<file path="src/rtl/i2c_bus_pkg.sv">
// i2c_bus_pkg: bus monitor state encoding and bit-position constants.
package i2c_bus_pkg;
    typedef enum logic [1:0] {WAIT_IDLE, IDLE, ACTIVE} bus_state_e;
    localparam int BIT_CNT_W = 4;
    localparam logic [BIT_CNT_W-1:0] ACK_BIT = 4'd8;
endpackage

</file>
<file path="src/rtl/i2c_glitch_filt.sv">
// i2c_glitch_filt: synchroniser plus optional glitch filter for one I2C line.
// The filter stage exists only when I2C_BUS_GLITCH_FILT_EN is defined.
module i2c_glitch_filt
    import i2c_bus_pkg::*;
#(
    parameter int SYNC_STAGES = 2
`ifdef I2C_BUS_GLITCH_FILT_EN
    , parameter int FILT_LEN = 3
`endif
) (
    input  logic clk_i,
    input  logic rstn_i,
    input  logic line_i,
    output logic line_o
);
    logic [SYNC_STAGES-1:0] sync_q;
    always_ff @(posedge clk_i) begin
        sync_q <= !rstn_i ? '1 : {sync_q[SYNC_STAGES-2:0], line_i};
    end
`ifdef I2C_BUS_GLITCH_FILT_EN
    logic       filt_q;
    logic [3:0] cnt_q;
    logic       diff;
    logic       done;
    assign diff = sync_q[SYNC_STAGES-1] ^ filt_q;
    assign done = diff && (cnt_q == 4'(FILT_LEN - 1));
    // cnt_q counts consecutive cycles of disagreement; any agreement restarts it
    always_ff @(posedge clk_i) begin
        if (!rstn_i) begin
            filt_q <= 1'b1;
            cnt_q  <= '0;
        end else begin
            filt_q <= done ? ~filt_q : filt_q;
            cnt_q  <= (diff && !done) ? cnt_q + 4'd1 : '0;
        end
    end
    assign line_o = filt_q;
`else
    assign line_o = sync_q[SYNC_STAGES-1];
`endif
endmodule

</file>
<file path="src/rtl/i2c_bus_resolver.sv">
// i2c_bus_resolver: wired-AND I2C bus model with START/STOP, bit and arbitration monitor.
// Glitch filtering is compiled in with I2C_BUS_GLITCH_FILT_EN.
module i2c_bus_resolver
    import i2c_bus_pkg::*;
#(
    parameter int NUM_DEV     = 2,
    parameter int SYNC_STAGES = 2,
    parameter int FILT_LEN    = 3
) (
    input  logic                 WB_CLK_I,
    input  logic                 WB_RSTN_I,
    input  logic [NUM_DEV-1:0]   SCL_PAD_O,
    input  logic [NUM_DEV-1:0]   SCL_PADOEN_O,
    input  logic [NUM_DEV-1:0]   SDA_PAD_O,
    input  logic [NUM_DEV-1:0]   SDA_PADOEN_O,
    input  logic [NUM_DEV-1:0]   ARB_CLR_I,
    output logic                 SCL_PAD_I,
    output logic                 SDA_PAD_I,
    output logic                 SCL_FILT_O,
    output logic                 SDA_FILT_O,
    output logic                 START_O,
    output logic                 STOP_O,
    output logic                 BUSY_O,
    output logic [BIT_CNT_W-1:0] BIT_CNT_O,
    output logic                 BYTE_DONE_O,
    output logic [NUM_DEV-1:0]   ARB_LOST_O
);
`ifdef I2C_BUS_GLITCH_FILT_EN
    localparam int FILT_EN = 1;
`else
    localparam int FILT_EN = 0;
`endif
    localparam int LAT = SYNC_STAGES + FILT_LEN * FILT_EN;
    localparam int SW  = $clog2(LAT + 1);

    assign SCL_PAD_I = &(SCL_PADOEN_O | SCL_PAD_O);
    assign SDA_PAD_I = &(SDA_PADOEN_O | SDA_PAD_O);

    i2c_glitch_filt #(
        .SYNC_STAGES(SYNC_STAGES)
`ifdef I2C_BUS_GLITCH_FILT_EN
        , .FILT_LEN(FILT_LEN)
`endif
    ) u_scl_filt (
        .clk_i(WB_CLK_I), .rstn_i(WB_RSTN_I), .line_i(SCL_PAD_I), .line_o(SCL_FILT_O)
    );

    i2c_glitch_filt #(
        .SYNC_STAGES(SYNC_STAGES)
`ifdef I2C_BUS_GLITCH_FILT_EN
        , .FILT_LEN(FILT_LEN)
`endif
    ) u_sda_filt (
        .clk_i(WB_CLK_I), .rstn_i(WB_RSTN_I), .line_i(SDA_PAD_I), .line_o(SDA_FILT_O)
    );

    // Each device's SDA intent, delayed to line up with SDA_FILT_O
    logic [NUM_DEV-1:0] dly_q [LAT];
    always_ff @(posedge WB_CLK_I) begin
        dly_q[0] <= !WB_RSTN_I ? '1 : (SDA_PADOEN_O | SDA_PAD_O);
        for (int k = 1; k < LAT; k++) dly_q[k] <= !WB_RSTN_I ? '1 : dly_q[k-1];
    end

    bus_state_e         state_q;
    logic               scl_q, sda_q;
    logic [SW-1:0]      settle_q;
    logic [NUM_DEV-1:0] cont_q;
    logic               start_c, stop_c, rise_c;
    logic [NUM_DEV-1:0] lose_c;

    assign start_c = SCL_FILT_O & scl_q & sda_q & ~SDA_FILT_O;
    assign stop_c  = SCL_FILT_O & scl_q & ~sda_q & SDA_FILT_O;
    assign rise_c  = SCL_FILT_O & ~scl_q & (state_q == ACTIVE);
    assign lose_c  = (rise_c && !SDA_FILT_O) ? (cont_q & dly_q[LAT-1]) : '0;

    always_ff @(posedge WB_CLK_I) begin
        if (!WB_RSTN_I) begin
            state_q     <= WAIT_IDLE;
            scl_q       <= 1'b1;
            sda_q       <= 1'b1;
            settle_q    <= '0;
            cont_q      <= '0;
            START_O     <= 1'b0;
            STOP_O      <= 1'b0;
            BUSY_O      <= 1'b0;
            BIT_CNT_O   <= '0;
            BYTE_DONE_O <= 1'b0;
            ARB_LOST_O  <= '0;
        end else begin
            scl_q       <= SCL_FILT_O;
            sda_q       <= SDA_FILT_O;
            START_O     <= 1'b0;
            STOP_O      <= 1'b0;
            BYTE_DONE_O <= 1'b0;
            ARB_LOST_O  <= (ARB_LOST_O & ~ARB_CLR_I) | lose_c;
            case (state_q)
                WAIT_IDLE: begin
                    // The line flops read idle straight out of reset; trust them only once refilled
                    settle_q <= (settle_q == SW'(LAT)) ? settle_q : settle_q + SW'(1);
                    if (settle_q == SW'(LAT) && SCL_FILT_O && SDA_FILT_O) state_q <= IDLE;
                end
                IDLE: begin
                    STOP_O <= stop_c;
                    if (start_c) begin
                        state_q   <= ACTIVE;
                        START_O   <= 1'b1;
                        BUSY_O    <= 1'b1;
                        BIT_CNT_O <= '0;
                    end
                end
                default: begin
                    START_O <= start_c;
                    STOP_O  <= stop_c;
                    cont_q  <= stop_c ? '0 : (cont_q | (~SCL_PADOEN_O & ~SCL_PAD_O));
                    if (start_c || stop_c) begin
                        BIT_CNT_O <= '0;
                    end else if (rise_c) begin
                        BIT_CNT_O   <= (BIT_CNT_O == ACK_BIT) ? '0 : BIT_CNT_O + BIT_CNT_W'(1);
                        BYTE_DONE_O <= (BIT_CNT_O == ACK_BIT);
                    end
                    if (stop_c) begin
                        state_q <= IDLE;
                        BUSY_O  <= 1'b0;
                    end
                end
            endcase
        end
    end
endmodule

</file>
<file path="config.mk">
export PLATFORM = sky130hd
export DESIGN_NAME = i2c_bus_resolver
export DESIGN_NICKNAME = d
export VERILOG_FILES = /design/src/rtl/i2c_bus_pkg.sv /design/src/rtl/i2c_glitch_filt.sv /design/src/rtl/i2c_bus_resolver.sv
export SDC_FILE = /design/constraint.sdc
export NUM_CORES = 1
export LEC_CHECK = 0
export ABC_AREA = 1
export CORE_AREA = 2 2 56 58
export DETAILED_ROUTE_END_ITERATION = 7
export DIE_AREA = 0 0 58 60
export SLEW_MARGIN = 10
export SYNTH_ARGS = -nofsm -noshare
export SYNTH_HDL_FRONTEND = slang
export SYNTH_SLANG_ARGS = --single-unit
</file>
<file path="constraint.sdc">
create_clock -name WB_CLK_I -period 3.58 [get_ports WB_CLK_I]
set_input_delay 0.895 -clock WB_CLK_I [delete_from_list [all_inputs] [get_ports WB_CLK_I]]
set_output_delay 0.895 -clock WB_CLK_I [all_outputs]
set_load 0.02 [all_outputs]
</file>
==> results of run 1 <==
-- cells in the final DEF, fill, tap and decap left out, types with 3 or more instances in the layout --
cell,count
ha_1,3
inv_1,21
nand2_2,3
o21ai_0,6
or2_2,6
clkbuf_4,3
a21oi_1,8
nand2_1,30
dfxtp_1,26
nand3_1,10
nor2_1,26
clkdlybuf4s50_1,25
-- critical path, stage by stage --
cell	delay, ps
clkdlybuf4s50_1	450
nor2_1	60
nor2_1	100
clkdlybuf4s50_1	610
-- cell type report --
cell class,instances,share of cell area
multi-input cells,100,0.341
flip-flops and latches,26,0.364
repair buffers,26,0.180
inverters,23,0.0604
clock buffers,4,0.0254
well taps,33,0.0289
-- stage by stage --
| stage | util | hold slack, ps | setup slack (ps) | cell area [um2] |
|---|---|---|---|---|
| 6_report | 0.492 | 431 | 572 | 1430 |
| 5_1_grt | 0.492 | 439 | 499 | 1430 |
| 4_1_cts | 0.492 | 430 | 562 | 1430 |
| 3_5_place_dp | 0.480 | 398 | 570 | 1390 |
| 3_3_place_gp | 0.480 | 394 | 585 | 1390 |
| 2_1_floorplan | - | 393 | 1450 | 1110 |
-- synthesized netlist by cell type (2+ instances only) --
master / n
inv_1: 21
dfxtp_1: 26
o21ai_0: 6
a21oi_1: 8
nand4_1: 2
or2_2: 6
ha_1: 3
nand2_2: 3
clkbuf_1: 2
nor2_1: 26
nand3_1: 10
nand2_1: 30
inv_2: 2
-- sequential cells by signal, summed over array words and instances, names as in the netlist --
signal / flops
START_O: 1
BYTE_DONE_O: 1
dly_q: 4
scl_q: 1
BUSY_O: 1
u_sda_filt.sync_q: 2
u_scl_filt.sync_q: 2
STOP_O: 1
ARB_LOST_O: 2
sda_q: 1
settle_q: 2
BIT_CNT_O: 4
state_q: 2
cont_q: 2
-- report_power, final --
group	leakage [uW]	total, uW	internal (uW)	switching, uW
Sequential	0.000212	330	314	15.8
Combinational	0.000422	142	59.4	82.3
Clock	0.0000210	143	62.1	80.8
Total	0.000655	614	435	179
-- per-layer routing --
metal | vias up | GRT usage
li1 | 525 | -
met1 | 437 | 0.162
met2 | 23 | 0.287
met3 | 2 | 0.0195
met4 | 0 | 0.0498
met5 | - | 0
-- cell families (layout without fill, tap and decap cells) --
family,Yosys count,count (layout),synth area share
flip-flops,26,26,0.468
AO/OA/AOI/OAI,16,16,0.0821
AND/OR/NAND/NOR,81,81,0.322
buffers and inverters,26,53,0.0945
adder cells (fa/ha/maj),3,3,0.0337
-- final timing paths --
path / from / endpoint / slack [ps] / cells past startpoint
worst max-delay path: SDA_PAD_O[0] / SDA_PAD_I / 570 / 4
worst min-delay path: u_scl_filt.sync_q[0] / u_scl_filt.sync_q[1] / 430 / 1
worst max register to register: state_q[1] / BIT_CNT_O[2] / 2240 / 7
worst min register to register: u_scl_filt.sync_q[0] / u_scl_filt.sync_q[1] / 430 / 1
==> reports/metrics.csv, run 1 <==
metric;value;unit
ys_async_sr_fraction;0;
worst_pin_slew;380;ps
firstDrtPassIters;4;
synthCells;152;
wl;2210;um
ios;26;
m1WireLength;1020;um
synth_cell_type_count;20;
crit_type;in -> out;
syn_avg_cell_area;7.32;um2
regArea;520;um2
finalSetupTns;0;ps
cts-resized-gates;0;
synth_nets;167;
yosysTopAreaCell;dfxtp_1;
grt_max_degree;16;
ant_nets;0;
ctsHoldBuffers;0;
worstSetupStartpointType;primary input;
synth_flop_cell;dfxtp_1;
met3WireLength;83;um
topRoutingLayerUsed;met4;
vias;987;
yosysSeqAreaShare;0.468;
end_kind;primary output;
fp-row-count;20;
power_density;430;nW/um2
initial_utilization;0.383;
wl_per_cell;10.4;um
fmax;332;MHz
post-dp-hpwl;1700;um
root_buffer;clkbuf_4;
diodes;0;
grt_antenna_before_repair;0;
cts_tree;yes;
fp.dieArea;3480;um2
htreeDepth;1;
status;completed;
die_w;58;um
clk_latency;310;ps
syn_to_final_growth;28.5;%
postCtsSetupBuffers;0;
port_buffers;25;
fp.dieH;60;um
fin_skew;5.87;ps
crit_fanout;3;
placed_cells;208;
cts_buffers;3;
final_nets;195;
setup_viol;0;
synth_area;1110;um2
cap_violations;0;
nFillCells;289;
synth_top_area_frac;0.468;
track_usage;0.147;
min_path_type;reg -> reg;
multi_input_area;487;um2
finalHoldViolations;0;
grt_overflow;0;
viasPerCell;4.66;
fin_crit_sh;0.840;
gp_congestion;0.754;
route.detailed.drc;0;
clkTransAtPathRegs;130;ps
final_cells;212;
required;2680;ps
cp.arrival;2110;ps
synth_edf_count;0;
synth_seq_cells;26;
grt_pass1_vias;1007;
drtIter0Drc;16;
yosys_warnings;0;
clkSinkCount;26;
dr_wl_met2;1090;um
post-route-min-period;3010;ps
drv_slew;0;
clockBufferDepth;2;
p_total;614;uW
ys_top_cells_by_area;dfxtp_1 (47%), nand2_1 (10%), nor2_1 (8.8%);
p_leak;0.000655;uW
relSlewSlack;0.746;
rsz0062_at_grt;false;
worst_ir_drop_vdd;0.000330;V
drive_gt1_frac;0.106;
fp.coreArea;2900;um2
grt_pass1_wl;3950;um
(Power assumes the default switching activity.)
==> run 2: changes to the inputs <==
- PLACE_DENSITY: not set -> 0.67
- clock period: 3.58 -> 2.7 ns (I/O delays scaled with it)
==> reports/metrics.csv, run 2 (synthesis gave the netlist of run 1 again) <==
metric;value;unit;change
power.switching;244;uW;+37%
ios;26;;unchanged
power_density;575;nW/um2;+34%
diodes;0;;unchanged
final_cells;212;;unchanged
relSlewSlack;0.746;;about the same
whs;429;ps;-1.75 ps
biggestRegsByFlops;BIT_CNT_O: 4 flops, dly_q: 4 flops;;
final_common_cell;nand2_1;;
worst_ir_drop_vdd;0.000493;V;+49%
status;completed;;
port_buffers;25;;unchanged
reg2reg_from;state_q[1];;
post-route-min-period;2580;ps;
cp.arrival;1910;ps;-200 ps
worstSetupStartpointType;primary input;;
pwr-share-seq;0.531;;-0.006
cts_buffers;3;;unchanged
wl_per_cell;9.98;um;-4.4%
final_util;0.492;;unchanged
grt_pass1_wl;3800;um;-3.8%
cellInternalPower;577;uW;+33%
cts-resized-gates;0;;unchanged
fp.coreArea;2900;um2;unchanged
clkSinkCount;26;;unchanged
clockBufferDepth;2;;unchanged
hold_end;dly_q[0][3];;
finalSetupTns;0;ps;unchanged
layout_common_cells;nand2_1 (30), dfxtp_1 (26), nor2_1 (26), clkdlybuf4s50_1 (25), inv_1 (21);;
post-dp-hpwl;1650;um;-2.7%
crit_fanout;3;;unchanged
regArea;520;um2;unchanged
crit-reg2reg-capture;BIT_CNT_O[0];;
p_sw_frac;0.298;;+0.00614
nFillCells;292;;+1.0%
pwr-share-comb;0.226;;-0.005
ctsHoldBuffers;0;;unchanged
grt_pass1_vias;935;;-7.1%
gp_congestion;0.799;;+6.0%
r2r_slack;1350;ps;-890 ps
fp.dieArea;3480;um2;unchanged
cts_tree;yes;;
setup_viol;0;;unchanged
ant_nets;0;;unchanged
required;2030;ps;-650 ps
firstDrtPassIters;4;;unchanged
wl;2120;um;-4.4%
initial_utilization;0.383;;unchanged
end_kind;primary output;;
crit_type;in -> out;;
viasPerCell;4.65;;-0.20%
root_buffer;clkbuf_4;;
p_leak;0.000655;uW;unchanged
clkTransAtPathRegs;130;ps;about the same
multi_input_area;487;um2;unchanged
rsz0062_at_grt;false;;
drv_slew;0;;unchanged
route.detailed.drc;0;;unchanged
grt_antenna_before_repair;0;;unchanged
cap_violations;0;;unchanged
critPathLaunch;SDA_PAD_O[0];;
die_w;58;um;unchanged
drive_gt1_frac;0.106;;unchanged
syn_to_final_growth;28.5;%;unchanged
fp.dieH;60;um;unchanged
min-delay-start;dly_q[0][1];;
track_usage;0.141;;-0.00599
fmax;387;MHz;
clockPowerShare;0.243;;+0.010
worst_pin_slew;381;ps;+0.970 ps
finalHoldViolations;0;;unchanged
drtIter0Drc;17;;+1
hold_path_depth;1;;unchanged
rr_worst_depth;7;;unchanged
clk_latency;330;ps;+20 ps
fp-row-count;20;;unchanged
fin_crit_sh;0.956;;
placed_cells;208;;unchanged
grt_overflow;0;;unchanged
htreeDepth;1;;unchanged
p_total;821;uW;+34%
fin_skew;5.15;ps;-0.726 ps
min_path_type;reg -> reg;;
grt_max_degree;15;;-1
vias;985;;-0.20%
final_nets;195;;unchanged
postCtsSetupBuffers;0;;unchanged
## run 2: stage by stage
| stage | setup WS [ps] | instance area, um2 |
|---|---|---|
| 3_5_place_dp | 110 | 1390 |
| 2_1_floorplan | 1010 | 1110 |
| 6_report | 119 | 1430 |
| 5_1_grt | 45.2 | 1430 |
| 4_1_cts | 113 | 1430 |
| 3_3_place_gp | 145 | 1390 |
## run 2: cell type report
type	count	area share
tap	33	0.0289
sequential	26	0.364
multi-input combinational	100	0.341
timing repair buffer	26	0.180
clock buffer	4	0.0254
inverter	23	0.0604
## run 2: worst max-delay path by stage
stage                      to  slack (ps)  cells after the start
floorplan           SCL_PAD_I        1010                      2
finish              SDA_PAD_I         120                      4
global route        SDA_PAD_I          50                      4
global placement    SCL_PAD_I         140                      4
CTS                 SDA_PAD_I         110                      4
detailed placement  SDA_PAD_I         110                      4
## run 2: power groups by stage
stage               sequential [uW]  combinational, uW  clock (uW)
finish                          436                185         200
global route                    441                220         220
CTS                             436                187         205
detailed placement              445                186           0
global placement                444                182           0
floorplan                       447                128           0
## run 2: critical path, cell delays in order
cell and delay (ps):
clkdlybuf4s50_1 460, nor2_1 60, nor2_1 90, clkdlybuf4s50_1 610
## run 2: metal layers
metal  routed length, um  GRT usage  part of all wire  vias up
met5                   0          0                 0        -
met4                  38     0.0731             0.018        0
met3                  98     0.0238             0.046        3
met2                1050      0.255              0.50       23
met1                 924      0.160              0.44      439
li1                    -          -                 -      520
==> run 3: changes to the inputs <==
--- a/constraint.sdc
+++ b/constraint.sdc
@@ -3,2 +3,2 @@
 set_output_delay 0.675 -clock WB_CLK_I [all_outputs]
-set_load 0.02 [all_outputs]
+set_load 0.005 [all_outputs]
==> results of run 3 <==
Same layout as run 2 (identical final DEF). Status: completed.
Main changes from that run: setup slack after placement 110 ps -> 213 ps; setup slack after layout 119 ps -> 222 ps; total power 821 uW -> 811 uW
